==> src/rtl/alsu_cmd_issuer_pkg.sv <==
// Shared types for the ALSU command issuer: opcodes, command/pin structs, idle command
// and the validity check used when ALSU_CMD_FILTER_EN is defined.
package alsu_cmd_issuer_pkg;

  localparam int CMD_RPT_W = 3;

  typedef enum logic [2:0] {
    OR        = 3'd0,
    XOR       = 3'd1,
    ADD       = 3'd2,
    MULT      = 3'd3,
    SHIFT     = 3'd4,
    ROTATE    = 3'd5,
    INVALID_1 = 3'd6,
    INVALID_2 = 3'd7
  } opcode_e;

  typedef enum logic [1:0] {
    IDLE   = 2'd0,
    ISSUE  = 2'd1,
    REPEAT = 2'd2
  } issuer_state_e;

  typedef struct packed {
    opcode_e               opcode;
    logic signed [2:0]     A;
    logic signed [2:0]     B;
    logic                  cin;
    logic                  serial_in;
    logic                  red_op_A;
    logic                  red_op_B;
    logic                  bypass_A;
    logic                  bypass_B;
    logic                  direction;
    logic [CMD_RPT_W-1:0]  rpt;
  } alsu_cmd_t;

  // Pin image driven to the ALSU; the repeat count never leaves the issuer.
  typedef struct packed {
    opcode_e           opcode;
    logic signed [2:0] A;
    logic signed [2:0] B;
    logic              cin;
    logic              serial_in;
    logic              red_op_A;
    logic              red_op_B;
    logic              bypass_A;
    logic              bypass_B;
    logic              direction;
  } alsu_pins_t;

  localparam alsu_cmd_t IDLE_CMD = '{opcode: OR, A: 3'sd0, B: 3'sd0, cin: 1'b0,
                                     serial_in: 1'b0, red_op_A: 1'b0, red_op_B: 1'b0,
                                     bypass_A: 1'b0, bypass_B: 1'b0, direction: 1'b0,
                                     rpt: '0};

  function automatic logic is_invalid_cmd(input alsu_cmd_t c);
    logic bad_op;
    logic bad_red;
    bad_op  = (c.opcode == INVALID_1) || (c.opcode == INVALID_2);
    bad_red = (c.red_op_A || c.red_op_B) && !((c.opcode == OR) || (c.opcode == XOR));
    return bad_op || bad_red;
  endfunction

  function automatic logic is_repeat_op(input opcode_e op);
    return (op == SHIFT) || (op == ROTATE);
  endfunction

  function automatic alsu_pins_t to_pins(input alsu_cmd_t c);
    alsu_pins_t p;
    p.opcode    = c.opcode;
    p.A         = c.A;
    p.B         = c.B;
    p.cin       = c.cin;
    p.serial_in = c.serial_in;
    p.red_op_A  = c.red_op_A;
    p.red_op_B  = c.red_op_B;
    p.bypass_A  = c.bypass_A;
    p.bypass_B  = c.bypass_B;
    p.direction = c.direction;
    return p;
  endfunction

endpackage

==> src/rtl/alsu_cmd_fifo.sv <==
// Command FIFO for the ALSU issuer: registered storage, head always visible on dout,
// DEPTH-wrapping binary pointers with a separate occupancy count.
module alsu_cmd_fifo
  import alsu_cmd_issuer_pkg::*;
#(
  parameter int DEPTH = 4
) (
  input  logic      clk,
  input  logic      rst,
  input  logic      flush,
  input  logic      push,
  input  logic      pop,
  input  alsu_cmd_t din,
  output alsu_cmd_t dout,
  output logic      full,
  empty
);

  localparam int              AW       = $clog2(DEPTH);
  localparam logic [AW-1:0]   PTR_ONE  = AW'(1);
  localparam logic [AW:0]     CNT_ONE  = (AW+1)'(1);
  localparam logic [AW:0]     CNT_FULL = (AW+1)'(DEPTH);

  alsu_cmd_t     r_mem [DEPTH];
  logic [AW-1:0] r_wr_ptr;
  logic [AW-1:0] r_rd_ptr;
  logic [AW:0]   r_count;
  logic          w_push;
  logic          w_pop;

  assign full   = (r_count == CNT_FULL);
  assign empty  = (r_count == '0);
  assign w_push = push && !full;
  assign w_pop  = pop && !empty;
  assign dout   = r_mem[r_rd_ptr];

  always_ff @(posedge clk) begin
    if (rst || flush) begin
      r_wr_ptr <= '0;
      r_rd_ptr <= '0;
      r_count  <= '0;
    end else begin
      if (w_push) r_wr_ptr <= r_wr_ptr + PTR_ONE;
      if (w_pop)  r_rd_ptr <= r_rd_ptr + PTR_ONE;
      if (w_push && !w_pop)      r_count <= r_count + CNT_ONE;
      else if (w_pop && !w_push) r_count <= r_count - CNT_ONE;
    end
  end

  // Storage is data only; stale entries are harmless once the pointers reset.
  always_ff @(posedge clk) begin
    if (w_push) r_mem[r_wr_ptr] <= din;
  end

endmodule

==> src/rtl/alsu_cmd_issuer.sv <==
// ALSU command issuer: FIFO-buffered commands driven onto registered ALSU pins, with
// SHIFT/ROTATE repeat. Optional invalid-command filter under ALSU_CMD_FILTER_EN.
module alsu_cmd_issuer
  import alsu_cmd_issuer_pkg::*;
#(
  parameter int DEPTH = 4,
  parameter int RPT_W = CMD_RPT_W
) (
  input  logic              clk,
  input  logic              rst,
  input  logic              flush,
  input  logic              cmd_valid,
  output logic              cmd_ready,
  input  alsu_cmd_t         cmd,
  output logic signed [2:0] A,
  output logic signed [2:0] B,
  output logic              cin,
  output logic              serial_in,
  output logic              red_op_A,
  output logic              red_op_B,
  output logic              bypass_A,
  output logic              bypass_B,
  output logic              direction,
  output opcode_e           opcode,
  output logic              issue_valid,
  output logic              busy,
  output logic [15:0]       issued_cnt
`ifdef ALSU_CMD_FILTER_EN
  ,
  output logic [15:0]       dropped_cnt
`endif
);

  localparam logic [RPT_W-1:0] REM_ONE = RPT_W'(1);

  issuer_state_e    r_state;
  logic [RPT_W-1:0] r_rem;
  alsu_pins_t       r_pins;
  logic             r_issue_valid;
  logic [15:0]      r_issued_cnt;

  alsu_cmd_t w_head;
  alsu_cmd_t w_load;
  logic      w_load_vld;
  logic      w_full;
  logic      w_empty;
  logic      w_hold;
  logic      w_pop;
  logic      w_drop;

  alsu_cmd_fifo #(.DEPTH(DEPTH)) u_fifo (
    .clk   (clk),
    .rst   (rst),
    .flush (flush),
    .push  (cmd_valid),
    .pop   (w_pop),
    .din   (cmd),
    .dout  (w_head),
    .full  (w_full),
    .empty (w_empty)
  );

  assign cmd_ready = !w_full;
  assign busy      = !w_empty || (r_rem != '0);

  // A repeat in flight holds the pins; otherwise the head (if any) is popped this edge.
  always_comb begin
    w_hold     = (r_state != IDLE) && (r_rem != '0);
    w_pop      = 1'b0;
    w_drop     = 1'b0;
    w_load     = IDLE_CMD;
    w_load_vld = 1'b0;
    if (!w_hold && !w_empty) begin
      w_pop = 1'b1;
`ifdef ALSU_CMD_FILTER_EN
      w_drop = is_invalid_cmd(w_head);
`endif
      if (!w_drop) begin
        w_load     = w_head;
        w_load_vld = 1'b1;
      end
    end
  end

  always_ff @(posedge clk) begin
    if (rst) begin
      r_state       <= IDLE;
      r_rem         <= '0;
      r_pins        <= to_pins(IDLE_CMD);
      r_issue_valid <= 1'b0;
      r_issued_cnt  <= '0;
    end else if (flush) begin
      r_state       <= IDLE;
      r_rem         <= '0;
      r_pins        <= to_pins(IDLE_CMD);
      r_issue_valid <= 1'b0;
    end else if (w_hold) begin
      r_state       <= REPEAT;
      r_rem         <= r_rem - REM_ONE;
      r_issue_valid <= 1'b1;
      r_issued_cnt  <= r_issued_cnt + 16'd1;
    end else begin
      r_pins        <= to_pins(w_load);
      r_issue_valid <= w_load_vld;
      r_rem         <= is_repeat_op(w_load.opcode) ? w_load.rpt : '0;
      r_state       <= w_load_vld ? ISSUE : IDLE;
      if (w_load_vld) r_issued_cnt <= r_issued_cnt + 16'd1;
    end
  end

`ifdef ALSU_CMD_FILTER_EN
  logic [15:0] r_dropped_cnt;

  always_ff @(posedge clk) begin
    if (rst)                 r_dropped_cnt <= '0;
    else if (!flush && w_drop) r_dropped_cnt <= r_dropped_cnt + 16'd1;
  end

  assign dropped_cnt = r_dropped_cnt;
`endif

  assign opcode      = r_pins.opcode;
  assign A           = r_pins.A;
  assign B           = r_pins.B;
  assign cin         = r_pins.cin;
  assign serial_in   = r_pins.serial_in;
  assign red_op_A    = r_pins.red_op_A;
  assign red_op_B    = r_pins.red_op_B;
  assign bypass_A    = r_pins.bypass_A;
  assign bypass_B    = r_pins.bypass_B;
  assign direction   = r_pins.direction;
  assign issue_valid = r_issue_valid;
  assign issued_cnt  = r_issued_cnt;

endmodule

==> config.mk <==
export PLATFORM = sky130hd
export DESIGN_NAME = alsu_cmd_issuer
export DESIGN_NICKNAME = d
export VERILOG_FILES = /design/src/rtl/alsu_cmd_issuer_pkg.sv /design/src/rtl/alsu_cmd_fifo.sv /design/src/rtl/alsu_cmd_issuer.sv
export SDC_FILE = /design/constraint.sdc
export NUM_CORES = 1
export LEC_CHECK = 0
export CORE_UTILIZATION = 40
export DETAILED_ROUTE_END_ITERATION = 7
export HOLD_SLACK_MARGIN = 0.05
export MAX_ROUTING_LAYER = met4
export PLACE_DENSITY = 0.61
export SETUP_SLACK_MARGIN = 0.3
export SYNTH_ARGS = -nofsm -noshare
export SYNTH_HDL_FRONTEND = slang
export SYNTH_HIERARCHICAL = 1
export SYNTH_SLANG_ARGS = --single-unit
==> constraint.sdc <==
create_clock -name clk -period 2.1 [get_ports clk]
set_input_delay 0.63 -clock clk [delete_from_list [all_inputs] [get_ports clk]]
set_output_delay 0.63 -clock clk [all_outputs]
set_load 0.01 [all_outputs]
; ---- Word-level counts from Yosys, hierarchy flattened
; Memories as Yosys holds them, arrays and structs flattened. A register that Yosys moved wholly into a read port is not among the register bits.
; Index checks and enable logic that the tools add are counted.
[word_totals]
elab_cells = 66
regBits = 45
mem_bits_ro = 0
output_inout_bits = 35
latch_bits = 0
n_memories = 1
ramBits = 76
[op_classes]
multipliers = 0
n_eq_ne = 3
addsub = 6
n_lt_le_gt_ge = 0
n_shift = 0
reduce_logical = 22
div_mod_pow = 0
n_bitwise = 1
mux = 15
[mem_list]
columns = name, words, word_bits, read_ports, rd_ports_with_merged_regs, wr, line
row1 = u_fifo.r_mem, 4, 19, 1, 1, 1, alsu_cmd_fifo.sv:24  ; alsu_cmd_t r_mem [DEPTH];
[op_table]
columns = operator, count
row1 = 16-bit 2-to-1 mux, 2
row2 = 19-bit 2-to-1 mux, 1
row3 = "16-bit by 1-bit adder with 16-bit output, second input constant", 1
row4 = 3-bit 2-to-1 mux, 4
row5 = "3-bit == test, second input constant", 3
row6 = 1-bit logical AND, 6
row7 = 2-bit 2-to-1 mux, 3
row8 = 2-bit nonzero test, 3
row9 = "3-bit by 1-bit subtractor with 3-bit output, second input constant", 2
row10 = 1-bit logical NOT, 5
row11 = 1-bit 2-to-1 mux, 5
row12 = "2-bit by 1-bit adder with 2-bit output, second input constant", 2
row13 = "3-bit by 1-bit adder with 3-bit output, second input constant", 1
row14 = 3-bit logical NOT, 1
row15 = 1-bit logical OR, 3
row16 = 3-bit nonzero test, 1
row17 = 3-bit OR reduction, 1
row18 = 2-bit AND reduction, 1
row19 = 2-bit OR reduction, 1
row20 = 1-bit inverter, 1

; ---- Depth between registers and ports, before layout
[logic_depth]
ltp_word = 9
ltp_mapped = 11
ltp_nobuf = 11

; ---- Modules after synthesis
; Netlist, hierarchy kept.
[by_module_without_submodules]
columns = mod, instances, area_each_um2, cells_per_inst
row1 = alsu_cmd_fifo, 1, 3220.6, 149
row2 = alsu_cmd_issuer, 1, 1602.8, 160

; ---- Least setup slack after synthesis
; Ideal clock, no wire load.
[synth_path]
path_type = reg-to-reg
startpoint = register u_fifo.r_count[0]
endpoint = register u_fifo.r_count[2]
path_buffers = 0
setup_time_ps = 70
setup_slack_ps = -118
stages_incl_launch_ff = 10
t_arrival_ps = 2148
required_ps = 2030
cell_sequence = dfxtp_1 -> nor3_1 -> a21oi_2 -> o31ai_1 -> ha_1 -> inv_1 -> fa_1 -> xor2_1 -> or3_2 -> a21oi_1
[synth_via]
elab_chain_len = 8
[synth_lines]
columns = element, line
row1 = "start, declared", alsu_cmd_fifo.sv:27  ; logic [AW:0] r_count;
row2 = "start signal, assigned", alsu_cmd_fifo.sv:45  ; if (w_push && !w_pop) r_count <= r_count + CNT_ONE;
row3 = "start signal, assigned", alsu_cmd_fifo.sv:46  ; else if (w_pop && !w_push) r_count <= r_count - CNT_ONE;
row4 = 3-bit logical NOT (*), alsu_cmd_fifo.sv:32  ; assign empty = (r_count == '0);
row5 = net w_empty, alsu_cmd_issuer.sv:46  ; logic w_empty;
row6 = 1-bit logical NOT (*), alsu_cmd_issuer.sv:73  ; if (!w_hold && !w_empty) begin
row7 = 1-bit logical AND (*), alsu_cmd_issuer.sv:73
row8 = 1-bit 2-to-1 mux (*), -
row9 = net w_load_vld, alsu_cmd_issuer.sv:44  ; logic w_load_vld;
row10 = 1-bit logical AND (*), alsu_cmd_fifo.sv:34  ; assign w_pop = pop && !empty;
row11 = 1-bit logical NOT, alsu_cmd_fifo.sv:45
row12 = 1-bit logical AND, alsu_cmd_fifo.sv:45
row13 = 3-bit 2-to-1 mux / 2-bit nonzero test (equally long branches), -
; Mark *: on every way through the listed nets, which the timed path passes. The rest lies on a longest branch. The select of a mux whose other input is x is not followed.
; A chain may end at the register's enable or synchronous reset.

; ---- Worst setup path in the final report
[layout_path]
startpoint = input port cmd_valid
endpoint = register u_fifo.r_count[2]
[layout_via]
elab_chain_len = 4
[layout_lines]
columns = element, line
row1 = "start, declared", alsu_cmd_issuer.sv:12  ; input logic cmd_valid,
row2 = 1-bit logical AND (*), alsu_cmd_fifo.sv:33  ; assign w_push = push && !full;
row3 = net u_fifo.w_push, alsu_cmd_fifo.sv:28  ; logic w_push;
row4 = 1-bit logical NOT, alsu_cmd_fifo.sv:46
row5 = 1-bit logical AND, alsu_cmd_fifo.sv:46
row6 = 2-bit nonzero test (no source line), -
; Mark *: on every way through the listed nets, which the timed path passes. The rest lies on a longest branch.

==> impl_metrics.py <==
metrics = {
    "outcome": {
        "status": "finished, violations left",
        "violated_checks": "DRC",
    },
    "clocking": {
        "clock_tree.root_cell": "sky130_fd_sc_hd__clkbuf_16",
        "worst_setup_hold_path_clk_slew_ns": 0.05,
        "post_cts_hold_buffer_count": 0,
        "clock_insertion_delay_worst_skew_ns": 0.41,
        "ctsLongestPathBuffers": 2,
        "tritoncts_clock_tree": "done",
        "numCtsBuffers": 17,
        "cts_max_level": 4,
        "cts_num_sinks": 123,
    },
    "logic_synthesis": {
        "postSynth.asyncResetShare_pct": 0,
        "synth_largest_area_cell": "sky130_fd_sc_hd__edfxtp_1",
        "yosysUniqueCellTypes": 51,
        "synth-seq-cells": 123,
        "yosysSeqAreaShare_pct": 66.8,
        "synthFlopType": "sky130_fd_sc_hd__edfxtp_1",
        "synth.yosys.warnings": 6,
        "synth_area_per_cell_sq_um": 15.6,
        "syn_nets": 341,
        "netlist_area_sq_um": 4820,
        "synth.top_cells.by_area": "sky130_fd_sc_hd__edfxtp_1, sky130_fd_sc_hd__dfxtp_1, sky130_fd_sc_hd__mux4_2",
        "synth_edf_count": 76,
        "synthCells": 309,
        "yosys.area.top_type_share_pct": 47.3,
    },
    "die": {
        "initial_utilization_pct": 41.7,
        "fp.dieW_microns": 112,
        "core_region_area_sq_um": 11600,
        "floorplan.die.height_microns": 112,
        "fp-row-count": 39,
        "dieArea_sq_um": 12500,
        "floorplan.io_pins": 58,
    },
    "sta": {
        "max_slew_headroom_at_the_worst_pin_pct": 71.8,
        "period_share_pct": 97.2,
        "finalHoldViolCount": 0,
        "rsz0062_at_grt": "yes",
        "maxSlewViolCount": 0,
        "final.min_clock_period_ns": 2.04,
        "setup-violations-final": 0,
        "achievable-frequency_mhz": 490,
        "timing.hold.ws_ns": 0.473,
        "max_slew.worst_pin.slew_ns": 0.423,
        "finalClockSkew_ns": 0.00670,
    },
    "place": {
        "port-buffer-count": 57,
        "hpwlAfterDp_microns": 6260,
        "gp_congestion": 0.760,
    },
    "detailed_routing": {
        "detailed_route_drc_error_count": 3,
        "final_antenna_violating_net_count": 0,
        "detail_route.iter0.violations": 178,
        "drt_wl_total_microns": 10400,
        "dr_pass1_iterations": 6,
        "viasPerCell": 5.32,
        "wl_per_cell_microns": 18.0,
        "route.vias.total": 3060,
    },
    "power_and_ir_drop": {
        "combPwrFrac_pct": 10.5,
        "sequentialPowerShare_pct": 42.5,
        "ir_worst_vdd_v": 0.000841,
        "switching_share_pct": 21.2,
        "clock_power_share_pct": 47.0,
        "cellInternalPower_mw": 4.97,
        "total_power_mw": 6.31,
        "cellLeakagePower_nw": 2.63,
        "netSwitchingPower_mw": 1.34,
        "powerDensity_nw_per_um2": 902,
    },
    "job": {
        "cap_violations": 0,
    },
    "critical_path": {
        "worst_setup_path_type": "input pin to flip-flop",
        "cp_data_required_time_ns": 2.44,
        "timing.reg2reg.setup_slack_ns": 0.08,
        "crit_fanout": 2,
        "critical_path_arrival_ns": 2.38,
        "critical_path.startpoint_type": "input pin",
        "endpoint_kind": "flip-flop",
    },
    "finish": {
        "areaGrowthSynthToFinish_pct": 45.0,
        "layout-drive-gt1-share_pct": 39.8,
        "design.final.nets": 451,
        "layout_common_cells": "sky130_fd_sc_hd__edfxtp_1, sky130_fd_sc_hd__dfxtp_1, sky130_fd_sc_hd__dlygate4sd2_1, sky130_fd_sc_hd__buf_4, sky130_fd_sc_hd__clkdlybuf4s50_1",
        "mostFrequentLayoutCell": "sky130_fd_sc_hd__edfxtp_1",
        "antenna_cells_inserted": 0,
    },
    "grt": {
        "first_pass_grt_wire_length_microns": 15900,
        "globalRouteOverflowTotal": 0,
        "initial_antenna_violation_count": 0,
        "grt_start_max_net_pins": 20,
        "first_global_vias": 3114,
        "grt_use_total_pct": 17.7,
    },
    "hold_path": {
        "worst_hold_path_type": "flip-flop to flip-flop",
    },
}
==> Yosys cell counts, types with 7 or more instances <==
library cell               instances
sky130_fd_sc_hd__a21oi_1          14
sky130_fd_sc_hd__a22o_1           16
sky130_fd_sc_hd__dfxtp_1          47
sky130_fd_sc_hd__edfxtp_1         76
sky130_fd_sc_hd__ha_1              8
sky130_fd_sc_hd__inv_1             9
sky130_fd_sc_hd__mux4_2           19
sky130_fd_sc_hd__nand2_1           7
sky130_fd_sc_hd__nand3_1           8
sky130_fd_sc_hd__nor2_1           11
sky130_fd_sc_hd__o31ai_1          10
sky130_fd_sc_hd__or4_1             9
==> cell type report <==
class,instances,area (sq um)
clock inverters,13,175
flip-flops and latches,123,3250
clock buffers,19,433
well taps,143,179
inverters,9,33.8
repair buffers,106,1100
fillers,875,4570
multi-input cells,162,1830
==> power groups by stage <==
| stage | Sequential [mW] | Combinational [mW] | Clock (mW) |
|---|---|---|---|
| detailed placement | 2.73 | 0.490 | 0 |
| global placement | 2.73 | 0.478 | 0 |
| global route | 2.69 | 0.708 | 3.14 |
| finish | 2.68 | 0.663 | 2.96 |
| CTS | 2.68 | 0.564 | 3.03 |
| floorplan | 2.73 | 0.246 | 0 |
==> sequential cells by signal, summed over array words and instances, names as in the netlist, named ones only <==
register and flops:
bypass_B 1, bypass_A 1, serial_in 1, A 3, u_fifo/r_mem 76, u_fifo/r_count 3
red_op_B 1, u_fifo/r_rd_ptr 2, issue_valid 1, B 3, issued_cnt 16, r_state 2
r_rem 3, red_op_A 1, direction 1, u_fifo/r_wr_ptr 2, opcode 3, cin 1
==> logic make-up (layout without fill, tap and decap cells) <==
group	Yosys count	in the layout	share of synthesized area, %
AOI/OAI and AO/OA	52	52	7.86
xor gates and xnor gates	4	4	0.726
adders and majority gates	9	9	2.49
buffers and inverters	24	147	2.33
DFF	123	123	66.8
muxes	25	25	10.2
and+or+nand+nor	72	72	9.52
==> critical path, cell delays in order <==
cell and delay, ns:
sky130_fd_sc_hd__clkdlybuf4s50_1 0.48, sky130_fd_sc_hd__and2_4 0.16, sky130_fd_sc_hd__ha_4 0.13, sky130_fd_sc_hd__inv_2 0.04, sky130_fd_sc_hd__fa_2 0.32, sky130_fd_sc_hd__xor2_1 0.15, sky130_fd_sc_hd__or3_4 0.33, sky130_fd_sc_hd__a21oi_2 0.13
==> path summary, 6_finish.rpt <==
check,from,to,cells past startpoint
min,A[2]$_SDFFE_PP0N_,A[2]$_SDFFE_PP0N_,1
max reg2reg,u_fifo/r_count[1]$_SDFFE_PP0P_,u_fifo/r_count[2]$_SDFFE_PP0P_,9
max,cmd_valid,u_fifo/r_count[2]$_SDFFE_PP0P_,8
min reg2reg,A[2]$_SDFFE_PP0N_,A[2]$_SDFFE_PP0N_,1
==> timing repair <==
item,CTS,global route
gates cloned,1,2
hold endpoints to repair,0,0
setup buffers,11,2
setup endpoints to repair,44,26
resized for setup,72,49
pin swaps,14,31
==> metrics by stage <==
stage	util, %	setup TNS [ns]	setup WS (ns)	instances	cell area (sq um)
2_1_floorplan	-	0	0.0621	309	4860
3_3_place_gp	51.1	-1.82	-0.365	527	5900
3_5_place_dp	51.1	-2.51	-0.420	527	5900
4_1_cts	58.0	0	0.0504	571	6710
5_1_grt	60.5	0	0.0163	575	7000
6_report	60.5	0	0.0579	575	7000
==> metal layers <==
| metal | vias to the layer above | track usage (%) | wire, microns |
|---|---|---|---|
| met1 | 1542 | 18.9 | 4270 |
| li1 | 1440 | - | - |
| met3 | 14 | 6.15 | 398 |
| met2 | 64 | 29.9 | 5530 |
| met5 | - | - | 0 |
| met4 | 0 | 7.57 | 174 |
No activity file was read; power rests on OpenSTA's default activity.
